`src/rtl/rr_mux_reg.sv`:
```
// rr_mux_reg: NCH-input, WIDTH-bit registered mux with per-channel valid/ready.
// A round-robin or fixed-priority arbiter picks one requester per transfer, and
// the winning beat lands in a one-entry output register tagged with its channel.
// Ports:
//   clk, rst_n       clock, asynchronous active-low reset
//   mode             0 = round-robin, 1 = fixed priority (lowest index wins)
//   in_valid/in_ready per-channel handshake, in_data packed [i*WIDTH +: WIDTH]
//   out_valid/out_ready/out_data/out_ch  registered output beat and its source
// Optional macro RR_MUX_LOCK_EN adds in_last/out_last: a burst locks the grant
// to its channel until the beat flagged last has been accepted.
module rr_mux_reg #(
    parameter int NCH   = 4,
    parameter int WIDTH = 8,
    parameter int SELW  = 2
) (
    input  logic                 clk,
    input  logic                 rst_n,
    input  logic                 mode,
    input  logic [NCH-1:0]       in_valid,
    input  logic [NCH*WIDTH-1:0] in_data,
    output logic [NCH-1:0]       in_ready,
`ifdef RR_MUX_LOCK_EN
    input  logic [NCH-1:0]       in_last,
    output logic                 out_last,
`endif
    output logic                 out_valid,
    output logic [WIDTH-1:0]     out_data,
    output logic [SELW-1:0]      out_ch,
    input  logic                 out_ready
);

    logic             r_valid;
    logic [WIDTH-1:0] r_data;
    logic [SELW-1:0]  r_ch;
    logic [SELW-1:0]  r_rr_ptr;
`ifdef RR_MUX_LOCK_EN
    logic             r_lock;
    logic [SELW-1:0]  r_lock_ch;
    logic             r_last;
`endif

    logic             w_load_en;
    logic [NCH-1:0]   w_grant;
    logic [SELW-1:0]  w_sel;
    logic [SELW-1:0]  w_idx;
    logic             w_found;
    logic [WIDTH-1:0] w_data;
    logic             w_xfer;

    // The register can take a new beat when empty or being drained this cycle.
    assign w_load_en = !r_valid || out_ready;

    always_comb begin
        w_grant = '0;
        w_sel   = '0;
        w_idx   = '0;
        w_found = 1'b0;
        if (w_load_en) begin
`ifdef RR_MUX_LOCK_EN
            // A locked channel owns the output even while it idles.
            if (r_lock) begin
                if (in_valid[r_lock_ch]) begin
                    w_grant[r_lock_ch] = 1'b1;
                    w_sel              = r_lock_ch;
                end
            end else
`endif
            if (mode) begin
                for (int i = 0; i < NCH; i++) begin
                    if (!w_found && in_valid[i]) begin
                        w_found    = 1'b1;
                        w_grant[i] = 1'b1;
                        w_sel      = SELW'(i);
                    end
                end
            end else begin
                // Search starts just after the last round-robin winner.
                for (int k = 1; k <= NCH; k++) begin
                    w_idx = SELW'((int'(r_rr_ptr) + k) % NCH);
                    if (!w_found && in_valid[w_idx]) begin
                        w_found        = 1'b1;
                        w_grant[w_idx] = 1'b1;
                        w_sel          = w_idx;
                    end
                end
            end
        end
    end

    always_comb begin
        w_data = '0;
        for (int i = 0; i < NCH; i++) begin
            if (w_grant[i]) begin
                w_data = in_data[i*WIDTH +: WIDTH];
            end
        end
    end

    // Grants only go to requesters, so any grant is a transfer.
    assign w_xfer   = |w_grant;
    assign in_ready = rst_n ? w_grant : '0;

    always_ff @(posedge clk or negedge rst_n) begin
        if (!rst_n) begin
            r_valid   <= 1'b0;
            r_data    <= '0;
            r_ch      <= '0;
            r_rr_ptr  <= SELW'(NCH - 1);
`ifdef RR_MUX_LOCK_EN
            r_lock    <= 1'b0;
            r_lock_ch <= '0;
            r_last    <= 1'b0;
`endif
        end else if (w_xfer) begin
            r_valid <= 1'b1;
            r_data  <= w_data;
            r_ch    <= w_sel;
`ifdef RR_MUX_LOCK_EN
            r_last  <= in_last[w_sel];
            if (!in_last[w_sel]) begin
                r_lock    <= 1'b1;
                r_lock_ch <= w_sel;
            end else begin
                r_lock <= 1'b0;
                if (!mode) begin
                    r_rr_ptr <= w_sel;
                end
            end
`else
            if (!mode) begin
                r_rr_ptr <= w_sel;
            end
`endif
        end else if (out_ready) begin
            r_valid <= 1'b0;
        end
    end

    assign out_valid = r_valid;
    assign out_data  = r_data;
    assign out_ch    = r_ch;
`ifdef RR_MUX_LOCK_EN
    assign out_last  = r_last;
`endif

endmodule

```
`config.mk`:
```
export PLATFORM = sky130hd
export DESIGN_NAME = rr_mux_reg
export DESIGN_NICKNAME = d
export VERILOG_FILES = /design/src/rtl/rr_mux_reg.sv
export SDC_FILE = /design/constraint.sdc
export NUM_CORES = 1
export LEC_CHECK = 0
export CORE_MARGIN = 2
export CORE_UTILIZATION = 35
export CTS_BUF_LIST = sky130_fd_sc_hd__clkbuf_8
export CTS_CLUSTER_SIZE = 40
export DETAILED_ROUTE_END_ITERATION = 7
export PLACE_DENSITY = 0.66
export SETUP_SLACK_MARGIN = 0.4
export SLEW_MARGIN = 15
export SYNTH_ARGS = -nofsm -noshare
export SYNTH_HDL_FRONTEND = slang
export SYNTH_SLANG_ARGS = --single-unit
```
`constraint.sdc`:
```
create_clock -name clk -period 4.39 [get_ports clk]
set_input_delay 0.878 -clock clk [delete_from_list [all_inputs] [get_ports clk]]
set_output_delay 0.878 -clock clk [all_outputs]
set_load 0.02 [all_outputs]
```
==> impl_metrics.json, run 1 <==
{
  "outcome": "finished, final reports clean",
  "hold_depth": 1,
  "ys_types": 53,
  "drtIter0Drc": 129,
  "fillers": 392,
  "period_needed_ns": 3.938,
  "async_flop_share_pct": 100.0,
  "syn_nets": 218,
  "grt_max_degree": 19,
  "reg2reg_from": "r_rr_ptr[0]",
  "hold_violations": 0,
  "vdd_drop_max_v": 0.0003848,
  "avgSynthCellArea_um2": 8.751,
  "cts-root-buf": "clkbuf_8",
  "drv_cap": 0,
  "register_area_um2": 327.8,
  "dp.cells": 279,
  "tightest_slew_ns": 0.5077,
  "stdcell_count": 284,
  "drt_pass1_iterations": 4,
  "cts_inserted_buffers": 3,
  "layout-drive-gt1-share_pct": 21.37,
  "setup-tns-final_ns": 0,
  "slew_viol_final": 0,
  "clock_skew_ns": 0.003304,
  "path_max_fanout": 4,
  "die_h_um": 69.20,
  "critPathKind": "input port to primary output",
  "cp.arrival_ns": 3.06,
  "io_buffers": 54,
  "hold_start": "out_data[2]",
  "rsz0062_at_grt": "true",
  "cpMaxStageDelayCell": "or4b_2",
  "clock_latency_ns": 0.24,
  "cp-start-kind": "input port",
  "ys.flop_type": "dfrtp_1",
  "worstPathRequired_ns": 3.51,
  "hold_path_class": "flip-flop to flip-flop",
  "ff2ff_setup_slack_ns": 1.08,
  "leakage_nw": 0.8761,
  "start_util_pct": 36.66,
  "routabilityCongestion": 0.9296,
  "layout_setup_ws_ns": 0.4519,
  "grtUsageTotal_pct": 19.73,
  "powerDensity_mw_per_mm2": 555.8,
  "cts_tree": "yes",
  "postRouteAntennaNets": 0,
  "worstPathCellList": "clkdlybuf4s50_1, or4b_2, o2bb2ai_2, or2b_4, a2111oi_4, or2_1, nor2_1, clkbuf_2",
  "min_to": "out_data[2]",
  "reg2regPathDepth": 11,
  "grt_pass1_wl_um": 7631,
  "multi_input_comb_area_mm2": 0.001075,
  "ctsLongestPathBuffers": 2,
  "holdBufCountCts": 0,
  "drt-total-wl_um": 4619,
  "crit_path_end_kind": "primary output",
  "fp-row-count": 23,
  "die_area_mm2": 0.004788,
  "diodes": 0,
  "slew_headroom_pct": 65.90,
  "synth_seq_area_share_pct": 22.04,
  "grt-ovfl-total": 0,
  "htreeDepth": 1,
  "hpwl_um": 3558,
  "core-area_mm2": 0.004058,
  "drcViolationCount": 0,
  "syn_area_mm2": 0.001488,
  "ys_ff_latch": 13,
  "clk_pin_slew_worst_paths_ns": 0.06,
  "grt_pass1_vias": 1496,
  "drt-wirelength-per-cell_um": 16.26,
  "via_per_inst": 5.588,
  "antenna_found_initial": 0,
  "yosys_warnings": 0,
  "syn2layout_area_growth_pct": 47.94,
  "reg2reg_to": "out_ch[1]",
  "period_share_pct": 89.71,
  "setup_violations": 0,
  "critPathTopFamily": "simple AND/OR/NAND/NOR gates",
  "cts.sink_count": 13,
  "synth-edff-count": 0,
  "netlist_instances": 170,
  "cp_num_buf_inv": 2,
  "die_w_um": 69.20,
  "num_io_pins": 55,
  "vias": 1587,
  "max_stage_delay_ns": 0.66,
  "nets": 283,
  "fmaxAchievable_ghz": 0.2539,
  "pre_cts_slack_ns": 0.03941
}
how the worst max path moves through the flow:
stage                     cells past startpoint        start           to
after floorplan                              11  r_rr_ptr[0]  in_ready[2]
after global placement                        8  in_valid[3]  in_ready[2]
after detailed placement                      8  in_valid[3]  in_ready[2]
after CTS                                     8  in_valid[3]  in_ready[2]
after global routing                          8  in_valid[3]  in_ready[2]
final                                         8  in_valid[3]  in_ready[2]
placed cells by master (no fill, tap or decap), drive strengths merged, types with 3 or more instances in the layout:
master / count
clkdlybuf4s50: 50
nand2: 23
buf: 19
nor3: 11
dfrtp: 11
nand3: 9
a311oi: 8
ha: 8
o21ai: 8
a221o: 8
a21oi: 7
nor2: 7
clkbuf: 7
inv: 6
o211ai: 5
mux2: 5
nor3b: 3
a211oi: 3
sequential cells by signal, indices dropped and copies added (netlist names):
signal / cells
out_valid: 1
out_data: 8
r_rr_ptr: 2
out_ch: 2
kinds of logic after synthesis:
group / Yosys count / share of synthesized area, %
and+or+nand+nor: 69 / 25.91
AOI/OAI and AO/OA: 52 / 30.36
buffers and inverters: 19 / 6.560
DFF: 13 / 22.04
muxes: 9 / 8.410
adders and majority gates: 8 / 6.729
final cells by class:
class / count / area share, %
Multi-Input combinational cell: 138 / 48.83
Inverter: 6 / 1.023
Clock buffer: 3 / 1.876
Tap cell: 50 / 2.843
Timing Repair Buffer: 73 / 30.30
Sequential cell: 13 / 14.89
Clock inverter: 1 / 0.2274
stage by stage:
stage	power [mW]	cell area, µm²	util [%]	hold WS (ns)
after global placement	1.099	2151	53.01	0.4957
after detailed placement	1.102	2151	53.01	0.4968
after floorplan	0.7963	1488	-	0.5824
after global routing	1.324	2201	54.24	0.5262
after CTS	1.211	2193	54.05	0.5128
final	1.223	2201	54.24	0.5123
synthesized netlist by cell type, types with 2 or more instances:
library cell | count | share of area [%]
nand2_1 | 22 | 5.6
dfrtp_1 | 11 | 19
nor3_1 | 11 | 3.7
buf_2 | 9 | 3.0
a311oi_1 | 8 | 4.7
ha_1 | 8 | 6.7
nand3_1 | 8 | 2.7
a21oi_1 | 7 | 2.4
inv_1 | 6 | 1.5
o21ai_0 | 6 | 2.0
a221o_1 | 5 | 3.4
nor2_1 | 5 | 1.3
o211ai_1 | 5 | 2.5
a211oi_1 | 3 | 1.5
a221o_2 | 3 | 2.3
nor3b_1 | 3 | 1.5
a211o_1 | 2 | 1.2
a21o_1 | 2 | 1.0
and3b_1 | 2 | 1.2
buf_6 | 2 | 1.5
clkbuf_1 | 2 | 0.50
dfstp_2 | 2 | 3.5
mux2_1 | 2 | 1.5
mux2_2 | 2 | 1.5
mux2i_1 | 2 | 1.3
mux4_2 | 2 | 3.0
nor2_2 | 2 | 0.84
nor2b_1 | 2 | 0.84
o21a_1 | 2 | 1.0
where the power goes:
part	internal, mW	switching [mW]	total [mW]
Sequential	0.185	0.0294	0.214
Clock	0.0626	0.0450	0.108
Combinational	0.420	0.482	0.901
metal layers:
| layer | GRT usage, % | vias to the layer above | part of all wire, % |
|---|---|---|---|
| li1 | - | 778 | - |
| met2 | 28.95 | 54 | 44 |
| met5 | 0 | - | 0 |
| met1 | 29.00 | 749 | 49 |
| met3 | 4.506 | 6 | 5.3 |
| met4 | 5.229 | 0 | 1.3 |
what timing repair did:
action | 4_1_cts | 5_1_grt
pin swaps | 1 | 1
endpoints found under the setup margin | 4 | 4
endpoints found under the hold margin | 0 | 0
resized for setup | 5 | 11
buffers inserted | 0 | 1
(Power assumes the default switching activity.)
==> run 2: changes to the inputs <==
--- a/config.mk
+++ b/config.mk
@@ -8,7 +8,6 @@
 export CORE_MARGIN = 2
 export CORE_UTILIZATION = 35
 export CTS_BUF_LIST = sky130_fd_sc_hd__clkbuf_8
-export CTS_CLUSTER_SIZE = 40
 export DETAILED_ROUTE_END_ITERATION = 7
 export PLACE_DENSITY = 0.66
 export SETUP_SLACK_MARGIN = 0.4
==> results of run 2 <==
The final DEF is identical to that of run 1; final timing and power are the same.
